$ cat src/rtl/mem_seq_pkg.sv
// Shared types for the memory command sequencer: command opcodes, FSM states
// and a small opcode helper.
package mem_seq_pkg;

  typedef enum logic [1:0] {
    OP_WRITE1 = 2'b00,
    OP_READ1  = 2'b01,
    OP_FILL   = 2'b10,
    OP_SCAN   = 2'b11
  } op_e;

  typedef enum logic [2:0] {
    ST_IDLE,
    ST_WRITE,
    ST_READ_WAIT,
    ST_CAPTURE,
    ST_DONE
  } state_e;

  function automatic logic isWriteOp(input op_e op);
    return (op == OP_WRITE1) || (op == OP_FILL);
  endfunction

endpackage

$ cat src/rtl/mem_sequencer_if.sv
// Command and RAM-side bus of the memory sequencer; the sequencer is the slave,
// whoever issues commands and models the RAM is the master.
interface mem_sequencer_if #(
  parameter int ADDR_W = 5,
  parameter int DATA_W = 8
);
  import mem_seq_pkg::*;

  logic              start;
  op_e               op;
  logic [ADDR_W-1:0] addr_in;
  logic [DATA_W-1:0] data_in;
  logic [DATA_W-1:0] ram_q;
  logic [ADDR_W-1:0] ram_address;
  logic [DATA_W-1:0] ram_data;
  logic              ram_wren;
  logic              busy;
  logic              done;
  logic [DATA_W-1:0] rd_data;
  logic              rd_valid;

  modport slave (
    input  start, op, addr_in, data_in, ram_q,
    output ram_address, ram_data, ram_wren, busy, done, rd_data, rd_valid
  );

  modport master (
    output start, op, addr_in, data_in, ram_q,
    input  ram_address, ram_data, ram_wren, busy, done, rd_data, rd_valid
  );

endinterface

$ cat src/rtl/mem_sequencer_detecta_borda.sv
// Rising-edge detector for the start request: one history flop and an AND-NOT.
module detecta_borda (
  input  logic clock,
  input  logic resetn,
  input  logic sig_i,
  output logic rise_o
);

  logic sig_q;

  always_ff @(posedge clock or negedge resetn) begin
    if (!resetn) sig_q <= 1'b0;
    else         sig_q <= sig_i;
  end

  assign rise_o = sig_i & ~sig_q;

endmodule

$ cat src/rtl/mem_sequencer.sv
// Memory command sequencer: runs single or burst writes/reads against a
// synchronous RAM, one word per step, never wrapping past the top address.
module mem_sequencer
  import mem_seq_pkg::*;
#(
  parameter int ADDR_W       = 5,
  parameter int DATA_W       = 8,
  parameter int READ_LATENCY = 1
) (
  input logic             clock,
  input logic             resetn,
  mem_sequencer_if.slave  bus
);

  localparam logic [ADDR_W-1:0] TOP_ADDR  = '1;
  localparam logic [1:0]        LAST_WAIT = 2'(READ_LATENCY - 1);

  state_e            state_q, state_d;
  op_e               op_q, op_d;
  logic [ADDR_W-1:0] addr_q, addr_d;
  logic [DATA_W-1:0] data_q, data_d;
  logic [1:0]        waitCnt_q, waitCnt_d;
  logic [DATA_W-1:0] rdData_q, rdData_d;
  logic              startRise;

  detecta_borda u_edge (
    .clock  (clock),
    .resetn (resetn),
    .sig_i  (bus.start),
    .rise_o (startRise)
  );

  always_ff @(posedge clock or negedge resetn) begin
    if (!resetn) begin
      state_q   <= ST_IDLE;
      op_q      <= OP_WRITE1;
      addr_q    <= '0;
      data_q    <= '0;
      waitCnt_q <= '0;
      rdData_q  <= '0;
    end else begin
      state_q   <= state_d;
      op_q      <= op_d;
      addr_q    <= addr_d;
      data_q    <= data_d;
      waitCnt_q <= waitCnt_d;
      rdData_q  <= rdData_d;
    end
  end

  always_comb begin
    state_d   = state_q;
    op_d      = op_q;
    addr_d    = addr_q;
    data_d    = data_q;
    waitCnt_d = waitCnt_q;
    rdData_d  = rdData_q;
    case (state_q)
      ST_IDLE: begin
        if (startRise) begin
          op_d      = bus.op;
          addr_d    = bus.addr_in;
          data_d    = bus.data_in;
          waitCnt_d = '0;
          state_d   = isWriteOp(bus.op) ? ST_WRITE : ST_READ_WAIT;
        end
      end
      ST_WRITE: begin
        // FILL walks up to the top address and stops there; the seed advances with it
        if (op_q == OP_FILL && addr_q != TOP_ADDR) begin
          addr_d = addr_q + 1'b1;
          data_d = data_q + 1'b1;
        end else begin
          state_d = ST_DONE;
        end
      end
      ST_READ_WAIT: begin
        if (waitCnt_q == LAST_WAIT) begin
          waitCnt_d = '0;
          state_d   = ST_CAPTURE;
        end else begin
          waitCnt_d = waitCnt_q + 2'd1;
        end
      end
      ST_CAPTURE: begin
        rdData_d = bus.ram_q;
        if (op_q == OP_SCAN && addr_q != TOP_ADDR) begin
          addr_d  = addr_q + 1'b1;
          state_d = ST_READ_WAIT;
        end else begin
          state_d = ST_DONE;
        end
      end
      ST_DONE:  state_d = ST_IDLE;
      default:  state_d = ST_IDLE;
    endcase
  end

  assign bus.ram_address = addr_q;
  assign bus.ram_data    = data_q;
  assign bus.ram_wren    = (state_q == ST_WRITE);
  assign bus.busy        = (state_q != ST_IDLE);
  assign bus.done        = (state_q == ST_DONE);
  assign bus.rd_valid    = (state_q == ST_CAPTURE);
  // The fresh word is shown live during CAPTURE so it lines up with rd_valid;
  // the register keeps it visible afterwards.
  assign bus.rd_data     = (state_q == ST_CAPTURE) ? bus.ram_q : rdData_q;

endmodule

$ cat src/flat_wrapper.sv
// flat-port wrapper written by rule: the top's interface ports become plain ports
module mem_sequencer_flat import mem_seq_pkg::*;
#(
  parameter int ADDR_W       = 5,
  parameter int DATA_W       = 8,
  parameter int READ_LATENCY = 1
)
  (clock, resetn, bus_start, bus_op, bus_addr_in, bus_data_in, bus_ram_q, bus_ram_address, bus_ram_data, bus_ram_wren, bus_busy, bus_done, bus_rd_data, bus_rd_valid);
  mem_sequencer_if #(.ADDR_W(ADDR_W), .DATA_W(DATA_W)) bus_i ();
  input logic clock;
  input logic resetn;
  input wire logic [$bits(bus_i.start)-1:0] bus_start;
  input wire logic [$bits(bus_i.op)-1:0] bus_op;
  input wire logic [$bits(bus_i.addr_in)-1:0] bus_addr_in;
  input wire logic [$bits(bus_i.data_in)-1:0] bus_data_in;
  input wire logic [$bits(bus_i.ram_q)-1:0] bus_ram_q;
  output wire logic [$bits(bus_i.ram_address)-1:0] bus_ram_address;
  output wire logic [$bits(bus_i.ram_data)-1:0] bus_ram_data;
  output wire logic [$bits(bus_i.ram_wren)-1:0] bus_ram_wren;
  output wire logic [$bits(bus_i.busy)-1:0] bus_busy;
  output wire logic [$bits(bus_i.done)-1:0] bus_done;
  output wire logic [$bits(bus_i.rd_data)-1:0] bus_rd_data;
  output wire logic [$bits(bus_i.rd_valid)-1:0] bus_rd_valid;
  assign bus_i.start = bus_start;
  assign bus_i.op = bus_op;
  assign bus_i.addr_in = bus_addr_in;
  assign bus_i.data_in = bus_data_in;
  assign bus_i.ram_q = bus_ram_q;
  assign bus_ram_address = bus_i.ram_address;
  assign bus_ram_data = bus_i.ram_data;
  assign bus_ram_wren = bus_i.ram_wren;
  assign bus_busy = bus_i.busy;
  assign bus_done = bus_i.done;
  assign bus_rd_data = bus_i.rd_data;
  assign bus_rd_valid = bus_i.rd_valid;
  mem_sequencer #(.ADDR_W(ADDR_W), .DATA_W(DATA_W), .READ_LATENCY(READ_LATENCY)) u_core (.clock(clock), .resetn(resetn), .bus(bus_i));
endmodule
$ cat config.mk
export PLATFORM = sky130hd
export DESIGN_NAME = mem_sequencer_flat
export DESIGN_NICKNAME = d
export VERILOG_FILES = /design/src/rtl/mem_seq_pkg.sv /design/src/rtl/mem_sequencer_if.sv /design/src/rtl/mem_sequencer_detecta_borda.sv /design/src/rtl/mem_sequencer.sv /design/src/flat_wrapper.sv
export SDC_FILE = /design/constraint.sdc
export NUM_CORES = 1
export LEC_CHECK = 0
export BUFFER_PORTS_ARGS = -buffer_cell sky130_fd_sc_hd__clkbuf_2
export CORE_ASPECT_RATIO = 2
export CORE_MARGIN = 2
export CORE_UTILIZATION = 53
export CTS_BUF_LIST = sky130_fd_sc_hd__clkbuf_8 sky130_fd_sc_hd__clkbuf_16
export DETAILED_ROUTE_END_ITERATION = 10
export GPL_ROUTABILITY_DRIVEN = 0
export HOLD_SLACK_MARGIN = 0.12
export PLACE_DENSITY = 0.87
export SETUP_SLACK_MARGIN = 0.1
export SLEW_MARGIN = 20
export SYNTH_ARGS = -nofsm -noshare
export SYNTH_HDL_FRONTEND = slang
export SYNTH_HIERARCHICAL = 1
export SYNTH_SLANG_ARGS = --single-unit
$ cat constraint.sdc
create_clock -name clock -period 5 [get_ports clock]
set_clock_uncertainty 0.2 [all_clocks]
set_input_delay 0.25 -clock clock [delete_from_list [all_inputs] [get_ports clock]]
set_output_delay 0.25 -clock clock [all_outputs]
set_load 0.01 [all_outputs]
==> results of run 1 <==
[per-stage QoR]
| step | total power [uW] | hold slack (ps) |
|---|---|---|
| 6_report | 1200 | 120 |
| 3_3_place_gp | 983 | 132 |
| 3_5_place_dp | 1000 | 132 |
| 5_1_grt | 1290 | 138 |
| 4_1_cts | 1190 | 121 |
| 2_1_floorplan | 823 | -246 |
[flip-flops by register name, summed over array words and instances (netlist names)]
register                cells
u_core/state_q              3
u_core/u_edge/sig_q         1
u_core/rdData_q             8
u_core/bus.ram_data         8
u_core/op_q                 2
u_core/waitCnt_q            2
u_core/bus.ram_address      5
[timing repair]
action	4_1_cts	5_1_grt
hold endpoints to repair	52	0
gates resized for setup	0	0
hold buffers	23	0
[critical path, cell delays in order (launching register included)]
cell	delay [ps]
dfrtp_1	410
ha_1	240
and3_1	190
ha_1	160
nand2b_1	290
o31ai_4	500
nor2_1	130
a31oi_1	210
[Yosys cell counts (2+ instances only)]
| master | instances | area (sq um) |
|---|---|---|
| dfrtp_1 | 29 | 726 |
| buf_2 | 2 | 10.0 |
| and3_1 | 4 | 25.0 |
| inv_1 | 6 | 22.5 |
| buf_6 | 2 | 22.5 |
| a311oi_1 | 2 | 17.5 |
| nand2_1 | 31 | 116 |
| ha_1 | 5 | 62.6 |
| nor3b_1 | 2 | 15.0 |
| mux2i_1 | 3 | 30.0 |
| or2b_1 | 3 | 22.5 |
| o22ai_1 | 2 | 12.5 |
| nand3_1 | 5 | 25.0 |
| o21ai_0 | 8 | 40.0 |
| o31ai_4 | 2 | 42.5 |
| or3_1 | 2 | 12.5 |
| nand2b_1 | 2 | 12.5 |
| mux2_2 | 2 | 22.5 |
| a32o_1 | 2 | 20.0 |
| nor2_1 | 12 | 45.0 |
| a21oi_1 | 15 | 75.1 |
| a2bb2oi_2 | 2 | 30.0 |
[worst paths after layout]
check | endpoint | slack (ps) | cells after the start
setup / recovery | u_core/bus.ram_data[1] | 2580 | 7
hold / removal | u_core/bus.ram_data[3] | 120 | 3
setup reg to reg | u_core/bus.ram_data[1] | 2580 | 7
hold reg to reg | u_core/rdData_q[7] | 280 | 2
max in group asynchronous | u_core/bus.ram_address[4] | 3800 | 2
min in group asynchronous | u_core/bus.ram_data[4] | 350 | 2
[power by group through the flow]
stage	sequential (uW)	clock, uW	combinational [uW]
after floorplan	436	0	387
after global placement	441	0	542
after detailed placement	445	0	555
after CTS	441	177	573
after global routing	459	194	641
final	442	175	582
[placed cells by master (no fill, tap or decap), types with 3 or more instances in the layout]
master	n
clkbuf_8	5
dlygate4sd3_1	23
and3_1	4
or2b_1	3
ha_1	5
nand3_1	5
a21oi_1	15
o21ai_0	8
mux2i_1	3
nor2_1	12
clkbuf_2	50
dfrtp_1	29
nand2_1	31
inv_1	9
[kinds of logic (layout without fill, tap and decap cells)]
group / after synthesis / after routing / share of synthesized area, %
AND/OR/NAND/NOR: 66 / 66 / 20.9
AO/OA/AOI/OAI: 40 / 40 / 19.1
flip-flops: 29 / 29 / 47.2
buffers and inverters: 13 / 88 / 4.64
adder cells (fa/ha/maj): 5 / 5 / 4.07
multiplexers: 5 / 5 / 3.42
XOR/XNOR: 1 / 1 / 0.570
[per-layer routing]
metal	vias to the layer above	part of all wire, %
met5	-	0
met4	0	3.3
met3	12	5.5
met2	60	57
met1	697	34
li1	710	-
[area by class of cell]
| cell class | instances | area share (%) |
|---|---|---|
| Clock buffer | 5 | 3.30 |
| Inverter | 7 | 1.26 |
| Multi-Input combinational cell | 117 | 35.4 |
| Tap cell | 29 | 1.74 |
| Sequential cell | 29 | 34.8 |
| Clock inverter | 3 | 0.539 |
| Timing Repair Buffer | 73 | 23.0 |
==> impl_metrics.py, run 1 <==
metrics = {
    "synthesis": {
        "syn_avg_cell_area_sq_um": 9.66,
        "netlist_area_sq_um": 1540,
        "ys_seq_area_share_pct": 47.2,
        "synth_edf_count": 0,
        "syn_inst": 159,
        "async_flop_share_pct": 100,
        "yosysWarnings": 6,
        "synth.ff_latch_count": 29,
        "synth_cell_type_count": 38,
        "syn-num-nets": 190,
        "synth_ff_type": "dfrtp_1",
    },
    "clock_tree": {
        "htree_levels": 2,
        "clockBufferDepth": 2,
        "clock_latency_ps": 280,
        "cts_num_sinks": 29,
        "tritoncts": "done",
        "clk_pin_slew_ps": 60,
        "cts_buffers": 5,
        "post_cts_buffers": 0,
        "root_buffer": "clkbuf_8",
    },
    "drt": {
        "first_pass_iters": 4,
        "ant_nets": 0,
        "drt_iter0_drc": 28,
        "wl_per_cell_um": 14.2,
        "post_drt_via_cell_ratio": 5.62,
        "dr_total_vias": 1479,
        "drt_wl_total_um": 3740,
        "drc_errors": 0,
    },
    "global_routing": {
        "met3_usage_pct": 4.94,
        "grt-busiest-layer": "met2",
        "track_usage_pct": 24.8,
        "grt_max_degree": 30,
        "use_met2_pct": 45.6,
        "grt_pass1_wl_um": 6290,
        "grt_pass1_vias": 1498,
        "grt.overflow.total": 0,
        "antenna_found_initial": 0,
        "use_met1_pct": 24.7,
    },
    "floorplan": {
        "die_w_um": 42.1,
        "rows": 27,
        "design.portCount": 51,
        "initial_core_util_pct": 55.5,
        "core_area_sq_um": 2770,
        "dieArea_sq_um": 3370,
        "chipHeight_um": 80.1,
    },
    "finish": {
        "multi_input_area_sq_um": 739,
        "ff_latch_area_sq_um": 726,
        "area_growth_pct": 35.9,
        "nets": 264,
        "utilization_pct": 75.4,
        "stdcell_count": 263,
        "fillers": 200,
        "antenna_cells": 0,
        "drive_gt1_share_pct": 27.4,
        "postLayoutCellArea_sq_um": 2090,
    },
    "sta": {
        "finalCritPeriodShare_pct": 48.5,
        "slew_viol_final": 0,
        "relSlewSlack_pct": 53.5,
        "post-route-worst-setup-slack_ps": 2580,
        "rsz0062_at_grt": "false",
        "final_hold_viol_count": 0,
        "tns_ps": 0,
        "max_freq_mhz": 412,
        "min_period_ps": 2420,
        "setup_viol": 0,
        "worst_pin_slew_ps": 698,
    },
    "placement": {
        "place_ws_ps": 2640,
        "io_buffers": 50,
        "placed_cell_area_sq_um": 1780,
        "dpl.hpwl_um": 2480,
        "placedCellCount": 232,
    },
    "power": {
        "p_per_area_nw_per_um2": 574,
        "leakage_uw": 0.00104,
        "pwr-share-clk_pct": 14.6,
        "pwr-share-seq_pct": 36.9,
        "p_int_uw": 679,
        "p_sw_uw": 519,
        "switching_share_pct": 43.3,
        "power_frac_comb_pct": 48.6,
        "ir_drop_v": 0.000365,
    },
    "status": {
        "status": "complete, no violations",
    },
    "setup_path": {
        "arrival_ps": 2410,
        "critPathMaxFanout": 11,
        "cp-end-kind": "flop",
        "startpoint": "u_core/bus.ram_address[0]",
        "crit_type": "reg -> reg",
        "r2r-start": "u_core/bus.ram_address[0]",
        "critPathRequiredTime_ps": 4980,
        "critPathLaunchType": "flop",
    },
    "flow_run": {
        "maxCapViolCount": 0,
    },
    "hold_path": {
        "hp-class": "in -> reg",
        "min-delay-start": "bus_data_in[3]",
    },
}
Power figures use the tool's default switching activity.
==> inputs of run 2 (changes only) <==
--- a/config.mk
+++ b/config.mk
@@ -8,12 +8,12 @@
 export BUFFER_PORTS_ARGS = -buffer_cell sky130_fd_sc_hd__clkbuf_2
 export CORE_ASPECT_RATIO = 2
 export CORE_MARGIN = 2
-export CORE_UTILIZATION = 53
+export CORE_UTILIZATION = 45
 export CTS_BUF_LIST = sky130_fd_sc_hd__clkbuf_8 sky130_fd_sc_hd__clkbuf_16
 export DETAILED_ROUTE_END_ITERATION = 10
 export GPL_ROUTABILITY_DRIVEN = 0
 export HOLD_SLACK_MARGIN = 0.12
-export PLACE_DENSITY = 0.87
+export PLACE_DENSITY = 0.79
 export SETUP_SLACK_MARGIN = 0.1
 export SLEW_MARGIN = 20
 export SYNTH_ARGS = -nofsm -noshare
==> constraint.sdc (replaced) <==
create_clock -name clock -period 2 [get_ports clock]
set_clock_uncertainty 0.2 [all_clocks]
set_input_delay 0.1 -clock clock [delete_from_list [all_inputs] [get_ports clock]]
set_output_delay 0.1 -clock clock [all_outputs]
set_load 0.01 [all_outputs]
==> impl_metrics.py, run 2 (synthesis results as in run 1) <==
metrics = {
    "clock_tree": {
        "clk_pin_slew_ps": 60,
        "cts_buffers": 5,
        "htree_levels": 2,
        "clockBufferDepth": 2,
        "clock_latency_ps": 280,
        "root_buffer": "clkbuf_8",
        "tritoncts": "done",
        "cts_num_sinks": 29,
    },
    "setup_path": {
        "r2r_setup_slack_ps": -20,
        "critPathMaxFanout": 4,
        "r2r_cells": 7,
        "timing.rr.end": "u_core/bus.ram_address[2]",
        "critPathRequiredTime_ps": 1970,
        "r2r-start": "u_core/bus.ram_address[1]",
        "startpoint": "u_core/bus.ram_address[1]",
        "crit_type": "reg -> reg",
        "arrival_ps": 1990,
        "cp-end-kind": "flop",
        "cp-endpoint": "u_core/bus.ram_address[2]",
        "critPathLaunchType": "flop",
    },
    "sta": {
        "finalCritPeriodShare_pct": 101,
        "final_hold_viol_count": 0,
        "slew_viol_final": 0,
        "rsz0062_at_grt": "true",
        "max_freq_mhz": 494,
        "setup_viol": 3,
        "relSlewSlack_pct": 51.6,
        "min_period_ps": 2020,
        "post-route-worst-setup-slack_ps": -23.6,
        "hold-worst-slack_ps": 201,
        "worst_pin_slew_ps": 726,
    },
    "hold_path": {
        "hold_depth": 5,
        "hp-class": "in -> reg",
    },
    "drt": {
        "drt_iter0_drc": 30,
        "first_pass_iters": 4,
        "dr_total_vias": 1618,
        "drt_wl_total_um": 4810,
        "post_drt_via_cell_ratio": 5.50,
        "ant_nets": 0,
        "drc_errors": 0,
        "wl_per_cell_um": 16.4,
    },
    "floorplan": {
        "chipHeight_um": 86.6,
        "rows": 30,
        "initial_core_util_pct": 46.0,
        "design.portCount": 51,
        "die_w_um": 45.3,
        "core_area_sq_um": 3340,
        "dieArea_sq_um": 3930,
    },
    "placement": {
        "dpl.hpwl_um": 2710,
        "io_buffers": 50,
        "place_ws_ps": -63.7,
    },
    "finish": {
        "multi_input_area_sq_um": 872,
        "ff_latch_area_sq_um": 726,
        "area_growth_pct": 63.7,
        "mostFrequentLayoutCells": "clkbuf_2 (42), dfrtp_1 (29), dlygate4sd3_1 (25)",
        "antenna_cells": 0,
        "nets": 293,
        "layout_commonest_cell": "clkbuf_2",
        "drive_gt1_share_pct": 49.2,
        "utilization_pct": 75.3,
        "fillers": 217,
    },
    "global_routing": {
        "grt_pass1_wl_um": 6870,
        "grt.overflow.total": 0,
        "grt_pass1_vias": 1631,
        "grt_max_degree": 30,
        "antenna_found_initial": 0,
        "track_usage_pct": 24.0,
    },
    "power": {
        "total_power_uw": 3780,
        "ir_drop_v": 0.00106,
        "leakage_uw": 0.00119,
        "p_per_area_nw_per_um2": 1500,
    },
    "flow_run": {
        "maxCapViolCount": 0,
    },
    "status": {
        "status": "finished with violations",
        "violations": "setup timing",
    },
}
## run 2: how the worst min path moves through the flow
stage / start / to
final: bus_start / u_core/state_q[1]
after detailed placement: resetn / u_core/bus.ram_data[5]
after global routing: bus_start / u_core/state_q[1]
after global placement: resetn / u_core/bus.ram_data[4]
after floorplan: resetn / u_core/bus.ram_address[0]
after CTS: bus_start / u_core/state_q[1]
## run 2: metal layers
layer	wire length [um]	track usage (%)
met3	211	4.38
met2	2950	48.2
met1	1530	21.4
met5	0	0
met4	122	8.56
## run 2: layout make-up
type	instances	share of cell area [%]
Inverter	7	1.19
Tap cell	32	1.59
Clock buffer	6	3.28
Sequential cell	29	28.9
Clock inverter	1	0.149
Timing Repair Buffer	101	30.0
Timing Repair inverter	1	0.299
Multi-Input combinational cell	117	34.7
## run 2: power breakdown
group | internal, uW | switching [uW]
Clock | 267 | 208
Combinational | 1080 | 1120
Sequential | 848 | 249
## run 2: worst max-delay path, stage by stage, from the launching register on
cell,delay (ps)
dfrtp_1,380
ha_2,200
and3_4,180
ha_4,140
nand2b_4,160
o31ai_4,260
a21oi_1,110
a311oi_1,280
## run 2: timing repair
item                                    in CTS  in global routing
hold endpoints to repair                    55                  0
cloned                                       0                  1
hold buffers                                25                  0
resized for setup                            9                 47
endpoints found under the setup margin      14                 22
pin swaps                                    4                 18
buffers inserted                             5                  8
## run 2: stage by stage
| stage | area [sq um] | TNS (ps) | instances |
|---|---|---|---|
| 3_5_place_dp | 1910 | -97.8 | 248 |
| 3_3_place_gp | 1910 | -5.67 | 248 |
| 4_1_cts | 2310 | -7.23 | 285 |
| 2_1_floorplan | 1560 | 0 | 159 |
| 6_report | 2510 | -56.8 | 294 |
| 5_1_grt | 2510 | -530 | 294 |
==> inputs of run 3 (changes only) <==
--- a/config.mk
+++ b/config.mk
@@ -7,7 +7,7 @@
 export LEC_CHECK = 0
 export BUFFER_PORTS_ARGS = -buffer_cell sky130_fd_sc_hd__clkbuf_2
 export CORE_ASPECT_RATIO = 2
-export CORE_MARGIN = 2
+export CORE_MARGIN = 5
 export CORE_UTILIZATION = 45
 export CTS_BUF_LIST = sky130_fd_sc_hd__clkbuf_8 sky130_fd_sc_hd__clkbuf_16
 export DETAILED_ROUTE_END_ITERATION = 10
==> impl_metrics.py, run 3 (synthesis results as in run 1) <==
metrics = {
    "finish": {
        "postLayoutCellArea_sq_um": 2600,
        "antenna_cells": 0,
        "utilization_pct": 77.7,
        "nets": 296,
        "mostFrequentLayoutCells": "clkbuf_2 (42), dfrtp_1 (29), dlygate4sd3_1 (25)",
        "ff_latch_area_sq_um": 726,
        "layout_commonest_cell": "clkbuf_2",
        "area_growth_pct": 69.0,
        "fillers": 197,
        "drive_gt1_share_pct": 48.9,
        "multi_input_area_sq_um": 916,
    },
    "sta": {
        "slew_viol_final": 0,
        "max_freq_mhz": 517,
        "tns_ps": 0,
        "min_period_ps": 1940,
        "setup_viol": 0,
        "rsz0062_at_grt": "true",
        "final_hold_viol_count": 0,
        "relSlewSlack_pct": 51.0,
        "post-route-worst-setup-slack_ps": 64.8,
        "worst_pin_slew_ps": 735,
        "finalCritPeriodShare_pct": 96.8,
    },
    "setup_path": {
        "cp-end-kind": "flop",
        "critPathLaunchType": "flop",
        "arrival_ps": 1910,
        "critPathMaxFanout": 4,
        "critPathRequiredTime_ps": 1970,
        "crit_type": "reg -> reg",
    },
    "clock_tree": {
        "tritoncts": "done",
        "cts_num_sinks": 29,
        "htree_levels": 2,
        "root_buffer": "clkbuf_8",
        "clk_pin_slew_ps": 60,
        "clockBufferDepth": 2,
        "clock_latency_ps": 280,
        "cts_buffers": 5,
    },
    "power": {
        "p_per_area_nw_per_um2": 1500,
        "total_power_uw": 3890,
        "ir_drop_v": 0.000977,
        "leakage_uw": 0.00123,
    },
    "global_routing": {
        "antenna_found_initial": 0,
        "grt_max_degree": 30,
        "grt_pass1_wl_um": 7040,
        "track_usage_pct": 19.5,
        "grt.overflow.total": 0,
        "grt_pass1_vias": 1616,
    },
    "drt": {
        "wl_per_cell_um": 17.2,
        "ant_nets": 0,
        "drt_wl_total_um": 5110,
        "post_drt_via_cell_ratio": 5.53,
        "drc_errors": 0,
        "dr_total_vias": 1648,
        "drt_iter0_drc": 30,
        "first_pass_iters": 4,
    },
    "floorplan": {
        "rows": 30,
        "chipHeight_um": 92.6,
        "initial_core_util_pct": 46.0,
        "design.portCount": 51,
        "die_w_um": 51.3,
        "core_area_sq_um": 3340,
        "dieArea_sq_um": 4750,
    },
    "hold_path": {
        "hp-class": "in -> reg",
    },
    "flow_run": {
        "maxCapViolCount": 0,
    },
    "placement": {
        "placed_cell_area_sq_um": 1910,
        "io_buffers": 50,
        "place_ws_ps": -51.7,
        "dpl.hpwl_um": 2770,
    },
    "status": {
        "status": "complete, no violations",
    },
}
[run 3: changes by cell type in the layout (fill, tap and decap cells not counted), sizes merged]
cell / delta
inv: +2
clkbuf: -1
buf: +3
[run 3: what timing repair did]
action	4_1_cts	5_1_grt
endpoints found under the setup margin	13	22
pin swaps	5	19
hold buffers	25	0
gates resized for setup	5	64
gates cloned	0	1
endpoints found under the hold margin	55	0
buffers inserted	4	11
[run 3: where the power goes]
group	internal (uW)	switching, uW	leakage (uW)	total, uW
Sequential	849	275	0.000345	1120
Combinational	1170	1160	0.000833	2330
Clock	231	208	0.0000519	439
Total	2250	1640	0.00123	3890
[run 3: path summary, 6_finish.rpt]
| check | start | to | slack (ps) | cells after the start |
|---|---|---|---|---|
| setup / recovery | u_core/bus.ram_address[0] | u_core/bus.ram_address[3] | 60 | 7 |
| hold reg to reg | u_core/rdData_q[1] | u_core/rdData_q[1] | 270 | 2 |
| min in group asynchronous | resetn | u_core/bus.ram_data[5] | 220 | 2 |
| hold / removal | bus_start | u_core/state_q[1] | 180 | 5 |
| max in group asynchronous | resetn | u_core/bus.ram_address[3] | 910 | 2 |
| setup reg to reg | u_core/bus.ram_address[0] | u_core/bus.ram_address[3] | 60 | 7 |
[run 3: routing by layer]
| layer | vias up | track usage [%] | part of all wire [%] |
|---|---|---|---|
| met3 | 13 | 4.83 | 6.2 |
| li1 | 774 | - | - |
| met2 | 74 | 37.4 | 59 |
| met1 | 787 | 18.4 | 32 |
| met5 | - | 0 | 0 |
| met4 | 0 | 8.97 | 2.9 |
[run 3: worst max-delay path, stage by stage (launching register included)]
cell	delay [ps]
dfrtp_1	380
ha_2	190
and3_4	150
ha_4	140
nand2b_4	160
o31ai_4	250
a21oi_1	120
a311oi_1	230
[run 3: cell type report]
type / count / area share (%)
multi-input combinational: 117 / 35.3
tap: 32 / 1.54
sequential: 29 / 28.0
clock inverter: 3 / 0.434
timing repair buffer: 104 / 30.7
timing repair inverter: 1 / 0.289
clock buffer: 5 / 2.65
inverter: 7 / 1.16
[run 3: through the flow]
step           hold WS (ps)  cells
2_1_floorplan          -396    159
3_3_place_gp          -14.6    249
3_5_place_dp          -14.0    249
4_1_cts                 172    286
5_1_grt                 236    298
6_report                177    298
